--- src/rtl/pe_pass_ctrl_if.sv ---
// PE-side link of the pass controller: config strobe plus the four valid/ready streams.
// The controller drives through the master modport and the PE sits on the slave modport.
interface pe_pass_ctrl_if #(
    parameter int DATA_BITS   = 32,
    parameter int CONFIG_SIZE = 9
);
    logic                   PE_en;
    logic [CONFIG_SIZE-1:0] i_config;
    logic [DATA_BITS-1:0]   filter;
    logic                   filter_valid;
    logic                   filter_ready;
    logic [DATA_BITS-1:0]   ifmap;
    logic                   ifmap_valid;
    logic                   ifmap_ready;
    logic [DATA_BITS-1:0]   ipsum;
    logic                   ipsum_valid;
    logic                   ipsum_ready;
    logic [DATA_BITS-1:0]   opsum;
    logic                   opsum_valid;
    logic                   opsum_ready;

    modport master (
        output PE_en, i_config,
        output filter, filter_valid, ifmap, ifmap_valid, ipsum, ipsum_valid, opsum_ready,
        input  filter_ready, ifmap_ready, ipsum_ready, opsum, opsum_valid
    );

    modport slave (
        input  PE_en, i_config,
        input  filter, filter_valid, ifmap, ifmap_valid, ipsum, ipsum_valid, opsum_ready,
        output filter_ready, ifmap_ready, ipsum_ready, opsum, opsum_valid
    );
endinterface

--- src/rtl/pe_pass_ctrl.sv ---
// Runs one full PE pass: config, filter rows, then F+1 rounds of ifmap/ipsum/opsum.
// Each phase's valid depends only on the state; data and addresses come straight from the counters and RF.
module pe_pass_ctrl #(
    parameter int DATA_BITS   = 32,
    parameter int CONFIG_SIZE = 9,
    parameter int AW          = 8
) (
    input  logic                 clk,
    input  logic                 rst,
    input  logic                 start,
    input  logic [1:0]           cfg_p,
    input  logic [4:0]           cfg_F,
    input  logic [1:0]           cfg_q,
    input  logic                 ipsum_en,
    output logic                 busy,
    output logic                 done,
    output logic [AW-1:0]        filt_addr,
    input  logic [DATA_BITS-1:0] filt_rdata,
    output logic [AW-1:0]        ifmap_addr,
    input  logic [DATA_BITS-1:0] ifmap_rdata,
    output logic [AW-1:0]        ipsum_addr,
    input  logic [DATA_BITS-1:0] ipsum_rdata,
    output logic [AW-1:0]        opsum_addr,
    output logic [DATA_BITS-1:0] opsum_wdata,
    output logic                 opsum_we,
    pe_pass_ctrl_if.master       pe
);

    typedef enum logic [2:0] {
        S_IDLE, S_CONFIG, S_FILTER, S_IFMAP, S_IPSUM, S_OPSUM, S_DONE
    } state_t;

    state_t     state_q, state_d;
    logic [1:0] p_q, p_d, q_q, q_d;
    logic [4:0] f_q, f_d;
    logic       ipsum_en_q, ipsum_en_d;
    logic [3:0] k_q, k_d;
    logic [5:0] ifm_q, ifm_d;
    logic [4:0] it_q, it_d;
    logic [1:0] w_q, w_d;
    logic [1:0] j_q, j_d;

    logic       filt_last;
    logic       ifm_last;
    logic [6:0] pass_addr;

    // The first iteration primes the 3-wide window; later ones slide it by one word.
    assign filt_last = (k_q == (4'd3 * {2'b00, p_q} + 4'd2));
    assign ifm_last  = (it_q == 5'd0) ? (w_q == 2'd2) : 1'b1;
    assign pass_addr = 7'(it_q) * (7'(p_q) + 7'd1) + 7'(j_q);

    always_ff @(posedge clk) begin
        if (!rst) begin
            state_q    <= S_IDLE;
            p_q        <= '0;
            f_q        <= '0;
            q_q        <= '0;
            ipsum_en_q <= 1'b0;
            k_q        <= '0;
            ifm_q      <= '0;
            it_q       <= '0;
            w_q        <= '0;
            j_q        <= '0;
        end else begin
            state_q    <= state_d;
            p_q        <= p_d;
            f_q        <= f_d;
            q_q        <= q_d;
            ipsum_en_q <= ipsum_en_d;
            k_q        <= k_d;
            ifm_q      <= ifm_d;
            it_q       <= it_d;
            w_q        <= w_d;
            j_q        <= j_d;
        end
    end

    always_comb begin
        state_d    = state_q;
        p_d        = p_q;
        f_d        = f_q;
        q_d        = q_q;
        ipsum_en_d = ipsum_en_q;
        k_d        = k_q;
        ifm_d      = ifm_q;
        it_d       = it_q;
        w_d        = w_q;
        j_d        = j_q;
        case (state_q)
            S_IDLE: begin
                if (start) begin
                    p_d        = cfg_p;
                    f_d        = cfg_F;
                    q_d        = cfg_q;
                    ipsum_en_d = ipsum_en;
                    k_d        = '0;
                    ifm_d      = '0;
                    it_d       = '0;
                    w_d        = '0;
                    j_d        = '0;
                    state_d    = S_CONFIG;
                end
            end
            S_CONFIG: state_d = S_FILTER;
            S_FILTER: begin
                if (pe.filter_ready) begin
                    if (filt_last) begin
                        k_d     = '0;
                        it_d    = '0;
                        w_d     = '0;
                        state_d = S_IFMAP;
                    end else begin
                        k_d = k_q + 4'd1;
                    end
                end
            end
            S_IFMAP: begin
                if (pe.ifmap_ready) begin
                    ifm_d = ifm_q + 6'd1;
                    if (ifm_last) begin
                        w_d     = '0;
                        j_d     = '0;
                        state_d = S_IPSUM;
                    end else begin
                        w_d = w_q + 2'd1;
                    end
                end
            end
            S_IPSUM: begin
                if (pe.ipsum_ready) begin
                    if (j_q == p_q) begin
                        j_d     = '0;
                        state_d = S_OPSUM;
                    end else begin
                        j_d = j_q + 2'd1;
                    end
                end
            end
            S_OPSUM: begin
                if (pe.opsum_valid) begin
                    if (j_q == p_q) begin
                        j_d = '0;
                        if (it_q == f_q) begin
                            state_d = S_DONE;
                        end else begin
                            it_d    = it_q + 5'd1;
                            state_d = S_IFMAP;
                        end
                    end else begin
                        j_d = j_q + 2'd1;
                    end
                end
            end
            S_DONE:  state_d = S_IDLE;
            default: state_d = S_IDLE;
        endcase
    end

    always_comb begin
        busy             = (state_q != S_IDLE);
        done             = (state_q == S_DONE);
        pe.PE_en         = (state_q == S_CONFIG);
        pe.i_config      = busy ? CONFIG_SIZE'({p_q, f_q, q_q}) : '0;
        pe.filter_valid  = (state_q == S_FILTER);
        pe.ifmap_valid   = (state_q == S_IFMAP);
        pe.ipsum_valid   = (state_q == S_IPSUM);
        pe.opsum_ready   = (state_q == S_OPSUM);
        filt_addr        = pe.filter_valid ? AW'(k_q) : '0;
        pe.filter        = pe.filter_valid ? filt_rdata : '0;
        ifmap_addr       = pe.ifmap_valid ? AW'(ifm_q) : '0;
        pe.ifmap         = pe.ifmap_valid ? ifmap_rdata : '0;
        ipsum_addr       = pe.ipsum_valid ? AW'(pass_addr) : '0;
        pe.ipsum         = (pe.ipsum_valid && ipsum_en_q) ? ipsum_rdata : '0;
        opsum_addr       = pe.opsum_ready ? AW'(pass_addr) : '0;
        opsum_wdata      = pe.opsum_ready ? pe.opsum : '0;
        opsum_we         = pe.opsum_ready && pe.opsum_valid;
    end

endmodule

--- src/flat_wrapper.sv ---
// flat-port wrapper written by rule: the top's interface ports become plain ports
module pe_pass_ctrl_flat 
#(
    parameter int DATA_BITS   = 32,
    parameter int CONFIG_SIZE = 9,
    parameter int AW          = 8
)
  (clk, rst, start, cfg_p, cfg_F, cfg_q, ipsum_en, busy, done, filt_addr, filt_rdata, ifmap_addr, ifmap_rdata, ipsum_addr, ipsum_rdata, opsum_addr, opsum_wdata, opsum_we, pe_PE_en, pe_i_config, pe_filter, pe_filter_valid, pe_ifmap, pe_ifmap_valid, pe_ipsum, pe_ipsum_valid, pe_opsum_ready, pe_filter_ready, pe_ifmap_ready, pe_ipsum_ready, pe_opsum, pe_opsum_valid);
  pe_pass_ctrl_if #(.DATA_BITS(DATA_BITS), .CONFIG_SIZE(CONFIG_SIZE)) pe_i ();
  input  logic clk;
  input  logic rst;
  input  logic start;
  input  logic [1:0] cfg_p;
  input  logic [4:0] cfg_F;
  input  logic [1:0] cfg_q;
  input  logic ipsum_en;
  output logic busy;
  output logic done;
  output logic [AW-1:0] filt_addr;
  input  logic [DATA_BITS-1:0] filt_rdata;
  output logic [AW-1:0] ifmap_addr;
  input  logic [DATA_BITS-1:0] ifmap_rdata;
  output logic [AW-1:0] ipsum_addr;
  input  logic [DATA_BITS-1:0] ipsum_rdata;
  output logic [AW-1:0] opsum_addr;
  output logic [DATA_BITS-1:0] opsum_wdata;
  output logic opsum_we;
  output wire logic [$bits(pe_i.PE_en)-1:0] pe_PE_en;
  output wire logic [$bits(pe_i.i_config)-1:0] pe_i_config;
  output wire logic [$bits(pe_i.filter)-1:0] pe_filter;
  output wire logic [$bits(pe_i.filter_valid)-1:0] pe_filter_valid;
  output wire logic [$bits(pe_i.ifmap)-1:0] pe_ifmap;
  output wire logic [$bits(pe_i.ifmap_valid)-1:0] pe_ifmap_valid;
  output wire logic [$bits(pe_i.ipsum)-1:0] pe_ipsum;
  output wire logic [$bits(pe_i.ipsum_valid)-1:0] pe_ipsum_valid;
  output wire logic [$bits(pe_i.opsum_ready)-1:0] pe_opsum_ready;
  input wire logic [$bits(pe_i.filter_ready)-1:0] pe_filter_ready;
  input wire logic [$bits(pe_i.ifmap_ready)-1:0] pe_ifmap_ready;
  input wire logic [$bits(pe_i.ipsum_ready)-1:0] pe_ipsum_ready;
  input wire logic [$bits(pe_i.opsum)-1:0] pe_opsum;
  input wire logic [$bits(pe_i.opsum_valid)-1:0] pe_opsum_valid;
  assign pe_PE_en = pe_i.PE_en;
  assign pe_i_config = pe_i.i_config;
  assign pe_filter = pe_i.filter;
  assign pe_filter_valid = pe_i.filter_valid;
  assign pe_ifmap = pe_i.ifmap;
  assign pe_ifmap_valid = pe_i.ifmap_valid;
  assign pe_ipsum = pe_i.ipsum;
  assign pe_ipsum_valid = pe_i.ipsum_valid;
  assign pe_opsum_ready = pe_i.opsum_ready;
  assign pe_i.filter_ready = pe_filter_ready;
  assign pe_i.ifmap_ready = pe_ifmap_ready;
  assign pe_i.ipsum_ready = pe_ipsum_ready;
  assign pe_i.opsum = pe_opsum;
  assign pe_i.opsum_valid = pe_opsum_valid;
  pe_pass_ctrl #(.DATA_BITS(DATA_BITS), .CONFIG_SIZE(CONFIG_SIZE), .AW(AW)) u_core (.clk(clk), .rst(rst), .start(start), .cfg_p(cfg_p), .cfg_F(cfg_F), .cfg_q(cfg_q), .ipsum_en(ipsum_en), .busy(busy), .done(done), .filt_addr(filt_addr), .filt_rdata(filt_rdata), .ifmap_addr(ifmap_addr), .ifmap_rdata(ifmap_rdata), .ipsum_addr(ipsum_addr), .ipsum_rdata(ipsum_rdata), .opsum_addr(opsum_addr), .opsum_wdata(opsum_wdata), .opsum_we(opsum_we), .pe(pe_i));
endmodule
--- config.mk ---
export PLATFORM = sky130hd
export DESIGN_NAME = pe_pass_ctrl_flat
export DESIGN_NICKNAME = d
export VERILOG_FILES = /design/src/rtl/pe_pass_ctrl_if.sv /design/src/rtl/pe_pass_ctrl.sv /design/src/flat_wrapper.sv
export SDC_FILE = /design/constraint.sdc
export NUM_CORES = 1
export LEC_CHECK = 0
export CAP_MARGIN = 25
export CORE_AREA = 2 2 126 128
export CTS_CLUSTER_SIZE = 30
export DETAILED_ROUTE_END_ITERATION = 8
export DIE_AREA = 0 0 128 130
export SETUP_SLACK_MARGIN = 0.5
export SYNTH_ARGS = -nofsm -noshare
export SYNTH_HDL_FRONTEND = slang
export SYNTH_SLANG_ARGS = --single-unit
--- constraint.sdc ---
create_clock -name clk -period 4.2 [get_ports clk]
set_input_delay 0.63 -clock clk [delete_from_list [all_inputs] [get_ports clk]]
set_output_delay 0.63 -clock clk [all_outputs]
set_load 0.01 [all_outputs]
==> out/results.tsv <==
stage	metric	value	unit
sta	Least-Margin Pin Slew	0.929	ns
yosys	largest family of logic cells by synthesized area	simple AND/OR/NAND/NOR gates	
yosys	Seq/Total Area, Yosys	19.0	%
yosys	Synth top area share	22.9	%
cells_and_area	Final Cell Area	6840	sq um
sta	period utilization	85.3	%
route	First-pass DRT Iterations	4	
sta	Max Slew Vio Count	0	
min_path	Worst Hold Path Cells	2	
sta	Hold Vio Cnt, Final	0	
yosys	ys flop type	dfxtp_1	
global_routing	initial antenna violation count	0	
yosys	Post-synth EDFFs	0	
global_routing	gr usage total	15.5	%
global_routing	global route hottest layer	met2	
sta	Final min period	3.58	ns
route	via density per instance	4.40	
worst_setup_path	Worst R2R Path Depth	8	
sta	WHS	0.457	ns
sta	Fin Setup TNS	0	ns
sta	Relative slew margins	38.0	%
floorplanning	Die X	128	um
min_path	Hold Crit Class	reg -> reg	
flow_run	# Max-Cap Violations	0	
global_routing	first-pass GRT wire length	20900	um
placement	Place WS	0.196	ns
worst_setup_path	CP max stage cell	fa_1	
cts	root buf cell	clkbuf_16	
yosys	Synth async-reset ratio	0	%
route	Iteration-0 DRC Markers	171	
global_routing	met2 global-route usage	26.5	%
cells_and_area	share of layout cells above drive strength 1	5.44	%
power_and_ir_drop	Leakage Power	0.00287	uW
min_path	hold endpoint	u_core.q_q[1]	
yosys	post-synthesis adder-cell area fraction	9.82	%
route	wire per inst	15.1	um
worst_setup_path	Worst EP required	3.57	ns
worst_setup_path	highest cell delay on the worst timing path	0.49	ns
cells_and_area	filler instances	1553	
cts	CTS max path bufs	2	
power_and_ir_drop	P per Cell Area	203	nW/um^2
yosys	Synth area leaders	and2_1 (23%), dfxtp_1 (19%), ha_1 (7.4%), and3_1 (6.7%), nand2_1 (4.2%)	
power_and_ir_drop	Worst IR Drop VDD	0.150	mV
worst_setup_path	critical path startpoint category	flip-flop	
cells_and_area	n_diodes	0	
worst_setup_path	Worst Path Arrival	2.95	ns
cts	hold buffers post-CTS	0	
cts	Num Clock Sinks	32	
global_routing	met1 GRT Util	20.1	%
cts	number of CTS-inserted buffers	5	
worst_setup_path	critical path class	reg -> out	
run_status	status	complete, no violations	
sta	fmax	0.279	GHz
yosys	portion of netlist area occupied by mux cells	2.12	%
floorplanning	Die H	130	um
yosys	Cells after Synth	459	
route	wirelength, routed	14300	um
yosys	XOR/XNOR Fraction of Synth Area	5.47	%
worst_setup_path	r2r setup slk	1.53	ns
cts	clk_lat worst skew	0.28	ns
yosys	Yosys reg bits	32	
cells_and_area	commonest non-fill, non-tap cell in the layout	clkdlybuf4s50_1	
worst_setup_path	CP delay by family, top	adder cells	
placement	Final GP Congestion	0.835	
floorplanning	core area	15400	sq um
cells_and_area	Reg area	646	sq um
yosys	leading area contributor after synthesis	and2_1	
global_routing	largest net degree at the start of global routing	44	
sta	worst setup margin	0.616	ns
worst_setup_path	worst path bufs/invs	2	
floorplanning	standard-cell row count	46	
yosys	Synth cell types	55	
yosys	Mapped Area	3360	sq um
placement	DP HPWL	11700	um
yosys	post-synthesis simple-gate area fraction	44.3	%
cts	clock-pin slew on the worst setup and hold paths	0.05	ns
worst_setup_path	Critical Path End Type	output pin	
cells_and_area	commonest non-fill, non-tap cells in the layout	clkdlybuf4s50_1 (303), and2_1 (122), nand2_1 (38), and3_1 (36), dfxtp_1 (30)	
worst_setup_path	worst r2r src	u_core.state_q[2]	
yosys	Synth Warn #	0	
sta	unrepaired setup endpoints after global routing	yes	
worst_setup_path	crit-path cells	buf_6 > ha_4 > and2_4 > fa_1 > ha_4 > ha_4 > a21o_1 > a21oi_2 > xor2_1 > nor2_1 > dlygate4sd2_1	
cells_and_area	Nets	921	
worst_setup_path	most used cell along the critical path	ha_4	
worst_setup_path	crit path max fanout	5	
placement	DP Area	6610	sq um
route	Via Count	4159	
global_routing	vias in the first global route	3975	
worst_setup_path	r2r endpoint	u_core.it_q[3]	
sta	Setup Viol. Count Final	0	
yosys	complex-gate fraction of the synthesized area	11.3	%
cts	TritonCTS clock tree	yes	
global_routing	GRT Residual Overflow	0	
route	DRC viols	0	
floorplanning	io pins	322	
sta	clock skew	0.00426	ns
floorplanning	Initial Utilization	21.8	%
min_path	hold path startpoint	u_core.q_q[1]	
route	antenna viol nets, final	0	
placement	number of port buffers	313	
cells_and_area	area of the multi-input gates	2570	sq um
cells_and_area	area grow syn2layout	103	%
cts	H-tree levels	2	
yosys	Syn Area/Cell	7.33	sq um
global_routing	GR Util met3	3.77	%
floorplanning	Die Area	16600	sq um
layer usage:
| metal | share of wire (%) | wire (um) |
|---|---|---|
| met5 | 0 | 0 |
| met4 | 0.67 | 96 |
| met3 | 6.7 | 961 |
| met2 | 50 | 7090 |
| met1 | 43 | 6120 |
Yosys cell counts (3+ instances only):
master	instances
buf_4	8
xnor2_1	9
nor2_1	28
o21ai_0	4
o311ai_0	3
nand4b_1	3
buf_2	5
and3_1	36
o31ai_1	3
xor2_1	12
nand2_1	38
a21oi_1	21
and2_1	123
clkbuf_1	26
nor2b_1	6
nor3_1	4
fa_1	4
ha_1	20
dfxtp_1	32
mux2i_1	6
inv_1	17
nand3_1	10
power by group:
part | internal (uW) | switching [uW] | total, uW
Clock | 236 | 128 | 364
Sequential | 325 | 36.4 | 361
Combinational | 366 | 299 | 665
cell type report:
| cell class | instances | share of cell area, % |
|---|---|---|
| Timing Repair Buffer | 319 | 46.3 |
| Multi-Input combinational cell | 375 | 37.6 |
| Sequential cell | 32 | 9.45 |
| Tap cell | 192 | 3.51 |
| Clock buffer | 8 | 2.14 |
| Inverter | 19 | 1.04 |
repair_timing:
action                     in CTS  in global routing
cloned                          0                  0
gates resized for setup        24                 16
pin swaps                       7                 11
setup endpoints to repair      10                  8
buffers inserted                1                  0
stage by stage:
stage          util, %  cells  total power [uW]
2_1_floorplan        -    466               667
3_3_place_gp      42.8    936              1010
3_5_place_dp      42.8    936              1020
4_1_cts           44.2    945              1400
5_1_grt           44.3    945              1470
6_report          44.3    945              1390
how the worst max path moves through the flow:
stage / start / endpoint / slack (ns) / cells after the start
final: u_core.p_q[1] / ipsum_addr[4] / 0.62 / 11
after global routing: u_core.p_q[1] / ipsum_addr[6] / 0.49 / 12
after CTS: u_core.p_q[1] / ipsum_addr[6] / 0.48 / 12
after detailed placement: u_core.p_q[1] / ipsum_addr[6] / 0.20 / 12
after global placement: u_core.p_q[1] / opsum_addr[6] / 0.26 / 12
after floorplan: u_core.p_q[1] / ipsum_addr[6] / 0.80 / 11
cells by family after synthesis:
group | Yosys count
AND/OR/NAND/NOR | 262
buffers and inverters | 59
AO/OA/AOI/OAI | 53
flip-flops | 32
adder cells (fa/ha/maj) | 24
XOR/XNOR | 21
multiplexers | 7
other | 1
worst min-delay path: stages, from the launching register on:
cell and delay, ns:
dfxtp_1 0.31, nand2_1 0.05, a21oi_1 0.05
sequential cells by signal (all words and copies together) (netlist names):
| name | count |
|---|---|
| u_core.w_q | 2 |
| u_core.j_q | 2 |
| u_core.ifm_q | 6 |
| u_core.k_q | 4 |
| u_core.f_q | 5 |
| u_core.ipsum_en_q | 1 |
| u_core.state_q | 3 |
| u_core.it_q | 5 |
| u_core.p_q | 2 |
| u_core.q_q | 2 |
Power figures use the tool's default switching activity.
